$ cat src/rtl/mem_arbiter.sv
// Arbitrates an instruction-fetch port and a data-memory port onto one shared
// memory port, with round-robin tie-break, one outstanding access and an ack timeout.
module mem_arbiter #(
    parameter logic [15:0] TIMEOUT_CYC = 16'd255
) (
    input  logic        clk_i,
    input  logic        rst_i,
    input  logic        start_i,
    input  logic        if_req_i,
    input  logic [31:0] if_addr_i,
    output logic [31:0] if_rdata_o,
    output logic        if_ack_o,
    input  logic        dm_req_i,
    input  logic        dm_we_i,
    input  logic [31:0] dm_addr_i,
    input  logic [31:0] dm_wdata_i,
    output logic [31:0] dm_rdata_o,
    output logic        dm_ack_o,
    output logic        mem_req_o,
    output logic        mem_we_o,
    output logic [31:0] mem_addr_o,
    output logic [31:0] mem_wdata_o,
    input  logic [31:0] mem_rdata_i,
    input  logic        mem_ack_i,
    output logic        stall_o,
    output logic        err_o
);

    typedef enum logic [1:0] {IDLE, IF_ACC, DM_ACC} state_t;

    state_t      state;
    logic        last_dm;
    logic [15:0] wait_cnt;

    logic timeout_hit;
    logic done;
    logic grant_dm;
    logic grant_if;

    // A real ack in the limit cycle wins over the timeout.
    assign timeout_hit = (TIMEOUT_CYC != 16'd0) && (wait_cnt == TIMEOUT_CYC) && !mem_ack_i;
    assign done        = mem_ack_i | timeout_hit;

    // Contention goes to the requester that did not win last time.
    assign grant_dm = start_i & dm_req_i & (~if_req_i | ~last_dm);
    assign grant_if = start_i & if_req_i & (~dm_req_i | last_dm);

    assign if_ack_o   = rst_i & (state == IF_ACC) & done;
    assign dm_ack_o   = rst_i & (state == DM_ACC) & done;
    assign if_rdata_o = (rst_i && state == IF_ACC && mem_ack_i) ? mem_rdata_i : 32'h0;
    assign dm_rdata_o = (rst_i && state == DM_ACC && mem_ack_i) ? mem_rdata_i : 32'h0;

    assign stall_o = (if_req_i & ~if_ack_o) | (dm_req_i & ~dm_ack_o);

    // Arbitration FSM with registered shared-port outputs.
    always_ff @(posedge clk_i) begin
        if (!rst_i) begin
            state       <= IDLE;
            mem_req_o   <= 1'b0;
            mem_we_o    <= 1'b0;
            mem_addr_o  <= 32'h0;
            mem_wdata_o <= 32'h0;
            last_dm     <= 1'b0;
            wait_cnt    <= 16'h0;
            err_o       <= 1'b0;
        end else begin
            case (state)
                IDLE: begin
                    if (grant_dm) begin
                        state       <= DM_ACC;
                        mem_req_o   <= 1'b1;
                        mem_we_o    <= dm_we_i;
                        mem_addr_o  <= dm_addr_i;
                        mem_wdata_o <= dm_wdata_i;
                        last_dm     <= 1'b1;
                        wait_cnt    <= 16'h0;
                    end else if (grant_if) begin
                        state       <= IF_ACC;
                        mem_req_o   <= 1'b1;
                        mem_we_o    <= 1'b0;
                        mem_addr_o  <= if_addr_i;
                        mem_wdata_o <= 32'h0;
                        last_dm     <= 1'b0;
                        wait_cnt    <= 16'h0;
                    end
                end
                IF_ACC, DM_ACC: begin
                    if (done) begin
                        state     <= IDLE;
                        mem_req_o <= 1'b0;
                        mem_we_o  <= 1'b0;
                        if (timeout_hit) begin
                            err_o <= 1'b1;
                        end
                    end else begin
                        wait_cnt <= wait_cnt + 16'd1;
                    end
                end
                default: begin
                    state     <= IDLE;
                    mem_req_o <= 1'b0;
                    mem_we_o  <= 1'b0;
                end
            endcase
        end
    end

endmodule

$ cat config.mk
export PLATFORM = sky130hd
export DESIGN_NAME = mem_arbiter
export DESIGN_NICKNAME = d
export VERILOG_FILES = /design/src/rtl/mem_arbiter.sv
export SDC_FILE = /design/constraint.sdc
export NUM_CORES = 1
export LEC_CHECK = 0
export CORE_MARGIN = 2
export CORE_UTILIZATION = 37
export DETAILED_ROUTE_END_ITERATION = 12
export PLACE_DENSITY = 0.81
export SETUP_SLACK_MARGIN = 0.2
export SLEW_MARGIN = 10
export SYNTH_ARGS = -nofsm -noshare
export SYNTH_HDL_FRONTEND = slang
export SYNTH_SLANG_ARGS = --single-unit
$ cat constraint.sdc
create_clock -name clk_i -period 2.3 [get_ports clk_i]
set_input_delay 0.46 -clock clk_i [delete_from_list [all_inputs] [get_ports clk_i]]
set_output_delay 0.46 -clock clk_i [all_outputs]
set_load 0.01 [all_outputs]
Word level (Yosys, flattened, before mapping):

Cells that the tools add are included.

* bits in registers: 86
* output and inout port bits: 134

* muxes and demuxes: 22
* add/subtract/negate cells: 1
* eq/ne operators: 6
* bitwise gates (word level): 19
* reductions and logical operators: 14

Operators by type and width (count)
* $mux W32: 6
* $mux W16: 3
* $pmux W16 S2: 1
* $add A16 B1 Y16 const B: 1
* $eq A16 B8 Y1 const B: 1
* $and A1 B1 Y1: 10
* $mux W1: 6
* $mux W2: 3
* $reduce_and A3 Y1: 2
* $logic_and A1 B1 Y1: 5
* $not A1 Y1: 5
* $ne A2 B2 Y1 const B: 2
* $or A1 B1 Y1: 4
* $pmux W1 S2: 2
* $pmux W2 S2: 1
* $reduce_and A2 Y1: 2
* $reduce_bool A2 Y1: 2
* $ne A3 B3 Y1 const B: 1
* $eq A2 B1 Y1 const B: 1
* $eq A2 B2 Y1 const B: 1
* $logic_not A2 Y1: 1
* $reduce_or A2 Y1: 1
* $logic_not A1 Y1: 1

Longest topological paths before layout:

Gate-level depths: netlist of the first run.

* depth after elaboration: 7
* depth in mapped cells: 8
* depth with buffers taken out: 6

Least setup slack after synthesis of the first run:

OpenSTA, ideal clock, no wires.

* kind: register -> output
* start: reg wait_cnt[0]
* end: out stall_o
* data required time: 1.840 ns
* slack: 0.327 ns
* buffers on the path: 2
* cell stages (with the launch flop): 8
* data arrival time: 1.513 ns
* cell sequence: dfxtp_1 > ha_1 > and3_1 > buf_2 > and4_1 > buf_4 > o21bai_1 > a22o_1

* word-level cells in the longest chain between the ends: 7
* elaborated cells between the ends (all ways): 10
* classes of those cells: eq/ne (1); bitwise (8); reduce/logical (1)

Ends and longest elaborated chain
* start, declared: RTL line 33 `logic [15:0] wait_cnt;`
* start signal, assigned: RTL line 96 `wait_cnt <= wait_cnt + 16'd1;`
* $eq A16 B8 Y1 *: RTL line 41 `assign timeout_hit = (TIMEOUT_CYC != 16'd0) && (wait_cnt == TIMEOUT_CYC) && !mem_ack_i;`
* $logic_and A1 B1 Y1 *: RTL line 41
* $or A1 B1 Y1 *: RTL line 42 `assign done = mem_ack_i | timeout_hit;`
* $and A1 B1 Y1 (on tied branches): RTL line 48, 49
* $not A1 Y1: RTL line 53 `assign stall_o = (if_req_i & ~if_ack_o) | (dm_req_i & ~dm_ack_o);`
* $and A1 B1 Y1: RTL line 53
* $or A1 B1 Y1 *: RTL line 53
* end, declared: RTL line 25 `output logic stall_o,`

Every way passes the cells marked *; elsewhere a longest branch is shown, timed or not.

Final worst setup path of the first run:

* start: reg wait_cnt[15]
* end: out stall_o

Same word-level chain as after synthesis.

==> results of run 1 <==
[critical path: cells and delay by family (launching register included)]
| kind | cells | cell delay, ns |
|---|---|---|
| simple gates | 2 | 0.60 |
| compound gates | 2 | 0.31 |
| buf+inv | 1 | 0.13 |
| flops | 1 | 0.35 |
[final timing paths]
path,startpoint,to,slack [ns],depth (start not counted)
worst max-delay path,wait_cnt[15],stall_o,0.11,5
worst max register to register,state[1],wait_cnt[8],0.34,8
worst min register to register,mem_we_o,mem_we_o,0.49,2
worst min-delay path,mem_we_o,mem_we_o,0.49,2
[sequential cells by signal, indices dropped and copies added, names as in the netlist]
register	flops
mem_addr_o	32
mem_req_o	1
last_dm	1
mem_we_o	1
wait_cnt	16
mem_wdata_o	32
err_o	1
state	2
[power by group]
| part | leakage [nW] | internal (mW) | switching (mW) | total (mW) |
|---|---|---|---|---|
| Sequential | 0.706 | 1.59 | 0.0554 | 1.65 |
| Clock | 0.155 | 0.977 | 0.590 | 1.57 |
| Combinational | 2.39 | 0.613 | 0.494 | 1.11 |
[cells by family (layout without fill, tap and decap cells)]
kind of cell    count (synthesis)  in the layout
buf+inv                        52            342
compound gates                116            116
other cells                     0              5
flops                          86             86
fa+ha+maj                       4              4
mux                            33             33
simple gates                  202            202
[metrics by stage]
stage,power [mW],utilization
3_5_place_dp,2.737,0.6418
3_3_place_gp,2.708,0.6418
5_1_grt,4.523,0.6866
4_1_cts,4.338,0.6777
2_1_floorplan,2.124,-
6_report,4.321,0.6866
[repair_timing]
| item | CTS | global route |
|---|---|---|
| gates cloned | 4 | 0 |
| resized for setup | 305 | 26 |
| endpoints found under the setup margin | 67 | 43 |
| endpoints found under the hold margin | 0 | 0 |
| buffers inserted | 8 | 2 |
| hold buffers | 0 | 0 |
| pin swaps | 21 | 5 |
[synth_stat cells, drive strengths merged (2+ instances only)]
cell type  instances  area (µm²)
a211oi            33       252.7
and3               3       18.77
nor3               2       10.01
a41oi              2       17.52
nand2             20       75.07
or3                2       12.51
o21bai             2       15.01
and4               4       35.03
a21oi              3       15.01
nor4               6       58.80
o211ai             5       37.54
ha                 4       50.05
clkbuf            21       78.83
nand3             16       80.08
a22oi             32       240.2
nand2b             3       18.77
inv               10       37.53
mux2i             33       330.3
nor2              73       274.0
o21ai             10       61.31
dfxtp             86        1722
o2111ai            2       17.52
buf               21       112.6
nand4              6       50.04
and2              64       400.4
o32ai              3       33.79
a31oi             16       100.1
[metal layers]
metal | vias to the layer above | wire length (µm) | global-route usage
met3 | 62 | 1418 | 0.07349
met4 | 0 | 929 | 0.1588
met2 | 274 | 8695 | 0.4890
li1 | 2348 | - | -
met5 | - | 0 | 0
met1 | 2360 | 5777 | 0.2639
[layout make-up]
type,instances,area [µm²],share of cell area
timing repair buffer,316,3042,0.3913
clock buffer,10,239.0,0.03075
antenna,5,12.51,0.001610
multi-input combinational,355,2446,0.3147
tap,143,178.9,0.02302
inverter,10,37.54,0.004829
clock inverter,6,85.08,0.01095
sequential,86,1732,0.2228
==> key figures, run 1 <==
Outcome
  – Outcome: finished clean

Route
  – Vias per cell: 5.418
  – Iter 0 DRT Violations: 233
  – First-pass DRT Iterations: 5
  – Routed WL per cell: 18.07 µm
  – DR DRC count: 0
  – Post-Route WL: 16.82 mm
  – ANT nets after route: 0
  – Via count: 5044

Worst setup path
  – CP endpoint kind: output pin
  – Crit path DAT: 1.73 ns
  – Worst Setup Start Kind: flop
  – Crit path max fanout: 3
  – Max incr delay on CP: 0.35 ns
  – Critical-path cell list: nor4_4 -> and4_4 -> o21bai_1 -> a22o_1 -> buf_6
  – CP required: 1.84 ns
  – Setup Crit Path Kind: flop to output pin
  – CP max-delay cell: dfxtp_2

STA
  – Setup_tns: 0 ns
  – Setup violators final: 0
  – Tcrit/Tclk final: 0.9504
  – Fin. max-slew vios: 0
  – Final min period: 2.186 ns
  – F_max: 0.4575 GHz
  – Least-Margin Pin Slew: 0.4036 ns
  – Worst Slack Setup Final: 0.1141 ns
  – Slew margin rel.: 0.7291
  – Unrepaired setup endpoints after global routing: true
  – Final Hold Slack: 0.4916 ns
  – Final hold violations: 0
  – Worst Skew: 0.008265 ns

Floorplan
  – Initial Utilization: 0.3768
  – Full die area: 0.01240 mm²
  – I/O Pins: 269
  – Die width: 111.4 µm
  – Die Ht: 111.4 µm
  – Number of core rows: 39
  – Core Footprint: 0.01132 mm²

Synth
  – Seq/Total Area, Yosys: 0.4036
  – Ys Warns: 0
  – Post-synthesis mux area share: 0.07744
  – XOR/XNOR share of the synthesized area: 0
  – Synthesized area per cell: 8.652 µm²
  – Top_reg_cell synth: dfxtp_1
  – Syn nets: 632
  – Synth Area in Compound Gates: 0.2059
  – Post-Synth Simple-Gate Area: 0.2476
  – Synth cell types: 48
  – Synth Area in Adders: 0.01173
  – Largest family of logic cells by synthesized area: simple AND/OR/NAND/NOR gates
  – Ys async rst share: 0
  – Flops & latches, synth: 86
  – Synthesized area: 0.004265 mm²
  – EDFF count, synth: 0
  – Mapped Cells: 493

Global routing
  – Antenna violations before repair: 5
  – Vias in the first global route: 5154
  – Global-route wire length before repair: 26.45 mm
  – Total GRT Usage: 0.2650
  – Largest net degree at the start of global routing: 66
  – Total grt overflow: 0

Flow run
  – Max-cap viol count: 0

Min path
  – Hold/Removal Path Class: flop to flop

CTS
  – Clock latency on the worst-skew pair: 0.34 ns
  – Clock root cell: clkbuf_16
  – Total CTS buffers: 9
  – CTS sink count: 86
  – TritonCTS clock tree: built
  – CTS H-tree depth: 3
  – Clock tree buffer depth: 2
  – CTS clk-pin slew, worst paths: 0.07 ns

Final layout
  – Fill cell count: 889
  – Commonest non-fill, non-tap cell in the layout: clkdlybuf4s50_1
  – Synthesis-to-finish area growth: 82.22%
  – Most frequent cells in the layout: clkdlybuf4s50_1 (199), dfxtp_1 (80), nor2_1 (72)
  – Final Cell Area: 0.007772 mm²
  – Fin nets: 917
  – Finished Layout Cells: 931
  – Share of layout cells above drive strength 1: 0.2324

Pwr
  – Power per cell area: 556.0 mW/mm²
  – Peak VDD IR: 0.4406 mV
  – Leak: 3.256 nW

Place
  – Total placed cells including tap cells: 896
  – HPWL after DPL: 12.22 mm
  – Worst slack, placed: -0.2590 ns
  – Routability cong.: 0.8888
  – Port Buf Inserts: 268
  – Cell Area, Placed: 0.007266 mm²
Note: power is estimated with default switching activity, not from simulation.
==> inputs of run 2 (changes only) <==
--- a/config.mk
+++ b/config.mk
@@ -10,6 +10,7 @@
 export DETAILED_ROUTE_END_ITERATION = 12
 export PLACE_DENSITY = 0.81
 export SETUP_SLACK_MARGIN = 0.2
+export SKIP_LAST_GASP = 1
 export SLEW_MARGIN = 10
 export SYNTH_ARGS = -nofsm -noshare
 export SYNTH_HDL_FRONTEND = slang
==> results of run 2 <==
The final DEF is identical to that of run 1; final timing and power are the same.
==> inputs of run 3 (changes only) <==
--- a/config.mk
+++ b/config.mk
@@ -8,7 +8,7 @@
 export CORE_MARGIN = 2
 export CORE_UTILIZATION = 37
 export DETAILED_ROUTE_END_ITERATION = 12
-export PLACE_DENSITY = 0.81
+export PLACE_DENSITY = 0.87
 export SETUP_SLACK_MARGIN = 0.2
 export SKIP_LAST_GASP = 1
 export SLEW_MARGIN = 10
==> key figures, run 3 (synthesized netlist as in run 1, its figures left out) <==
Final layout
  – Share of layout cells above drive strength 1: 0.1842
  – Final Util: 0.6542
  – Fin nets: 905
  – Commonest non-fill, non-tap cell in the layout: clkdlybuf4s50_1
  – Finished Layout Cells: 917
  – Synthesis-to-finish area growth: 73.63%
  – Largest regs: mem_addr_o x32, mem_wdata_o x32, wait_cnt x16
  – Most frequent cells in the layout: clkdlybuf4s50_1 (199), dfxtp_1 (77), nor2_1 (72)
  – Final Cell Area: 0.007406 mm²

Global routing
  – Global-route wire length before repair: 24.12 mm
  – Grt met3 use: 0.05770
  – Vias in the first global route: 4818
  – Antenna violations before repair: 3
  – Total GRT Usage: 0.2358
  – Most used routing layer: met2
  – Met2 Use GR: 0.4455
  – Total grt overflow: 0
  – Met1 Use GR: 0.2536
  – Largest net degree at the start of global routing: 66

STA
  – F_max: 0.4605 GHz
  – Unrepaired setup endpoints after global routing: true
  – Setup violators final: 0
  – Least-Margin Pin Slew: 0.4704 ns
  – Final min period: 2.171 ns
  – Slew margin rel.: 0.6843
  – Final Hold Slack: 0.4743 ns
  – Fin. max-slew vios: 0
  – Tcrit/Tclk final: 0.9441
  – Final hold violations: 0
  – Worst Skew: 0.006356 ns

Pwr
  – Switching share of power: 0.2792
  – Combinational fraction of design power: 0.260
  – Clock Power Share: 0.332
  – Peak VDD IR: 0.4229 mV
  – NetSw: 1.129 mW
  – Cell internal pwr: 2.914 mW
  – Total power: 4.043 mW
  – Reg power frac: 0.408
  – Power per cell area: 545.9 mW/mm²
  – Leak: 3.071 nW

Min path
  – Hold Crit Start: mem_we_o
  – Hold/Removal Path Class: flop to flop

CTS
  – CTS H-tree depth: 3
  – Clock latency on the worst-skew pair: 0.33 ns
  – Clock tree buffer depth: 2
  – TritonCTS clock tree: built
  – CTS clk-pin slew, worst paths: 0.06 ns
  – Clock root cell: clkbuf_16
  – CTS sink count: 86
  – Total CTS buffers: 9

Floorplan
  – Die Ht: 111.4 µm
  – Full die area: 0.01240 mm²
  – Number of core rows: 39
  – Die width: 111.4 µm
  – I/O Pins: 269
  – Core Footprint: 0.01132 mm²
  – Initial Utilization: 0.3768

Flow run
  – Max-cap viol count: 0

Place
  – Port Buf Inserts: 268
  – Routability cong.: 0.8530
  – Cell Area, Placed: 0.007236 mm²
  – Total placed cells including tap cells: 892
  – HPWL after DPL: 11.47 mm

Route
  – Iter 0 DRT Violations: 313
  – DR DRC count: 0
  – First-pass DRT Iterations: 6
  – Routed WL per cell: 16.69 µm
  – Via count: 4789
  – Vias per cell: 5.222
  – ANT nets after route: 0
  – Post-Route WL: 15.31 mm

Worst setup path
  – R2r setup slk: 0.39 ns
  – Worst r2r src: state[0]
  – Worst Setup Start Kind: flop
  – CP max-delay cell: dfxtp_2
  – Setup Crit Path Kind: flop to output pin
  – Crit path from: wait_cnt[1]
  – Crit path DAT: 1.71 ns
  – CP endpoint kind: output pin
  – Critical-path cell list: ha_4 -> and3_4 -> and4_4 -> o21bai_4 -> a22o_1 -> buf_2
  – Crit path max fanout: 3
  – Max incr delay on CP: 0.35 ns
  – CP required: 1.84 ns

Outcome
  – Outcome: finished clean
## run 3: changes by cell type in the layout (fill, tap and decap cells not counted), moves of 3 or more
cell             delta
dfxtp_1             -3
buf_16              -3
buf_2              -24
clkdlybuf4s15_2     -6
buf_12              -4
buf_6              -17
clkbuf_2           +39
dfxtp_2             +3
buf_4               -6
clkdlybuf4s15_1     +8
and2_4             -21
and2_1             +21
## run 3: repair_timing
action	CTS	global route
pin swaps	7	2
hold buffers	0	0
endpoints found under the setup margin	67	80
gates resized for setup	183	61
buffers inserted	4	0
cloned	1	1
## run 3: per-stage QoR
stage	TNS (ns)	setup slack (ns)
final	0	0.1286
after global routing	0	0.07762
after CTS	0	0.1365
after detailed placement	-13.90	-0.2463
after global placement	-12.63	-0.2253
after floorplan	0	0.3267
## run 3: final timing paths
kind,endpoint,cells after the start
worst min-delay path,mem_we_o,2
worst min register to register,mem_we_o,2
worst max register to register,wait_cnt[11],6
worst max-delay path,stall_o,6
## run 3: power by group through the flow
stage	clock, mW	sequential, mW	combinational (mW)
6_report	1.34	1.65	1.05
3_3_place_gp	0	1.67	1.02
4_1_cts	1.36	1.65	1.06
2_1_floorplan	0	1.72	0.404
3_5_place_dp	0	1.68	1.05
5_1_grt	1.43	1.66	1.13
## run 3: cell type report
class	instances	area [µm²]
Tap cell	143	178.9
Inverter	10	37.54
Antenna cell	3	7.507
Clock buffer	10	229.0
Sequential cell	86	1735
Clock inverter	6	46.29
Multi-Input combinational cell	355	2416
Timing Repair Buffer	304	2755
Fill cell	911	3915
## run 3: worst max-delay path: cells and delay by family (launching register included)
family                   cells  cell delay (ns)
adder cells (fa/ha/maj)      1             0.14
flip-flops                   1             0.35
AO/OA/AOI/OAI                2             0.28
AND/OR/NAND/NOR              2             0.47
buffers and inverters        1             0.14
## run 3: routing by layer
metal	part of all wire	routed length [µm]
met1	0.37	5599
met2	0.54	8206
met3	0.079	1213
met4	0.019	286
met5	0	0
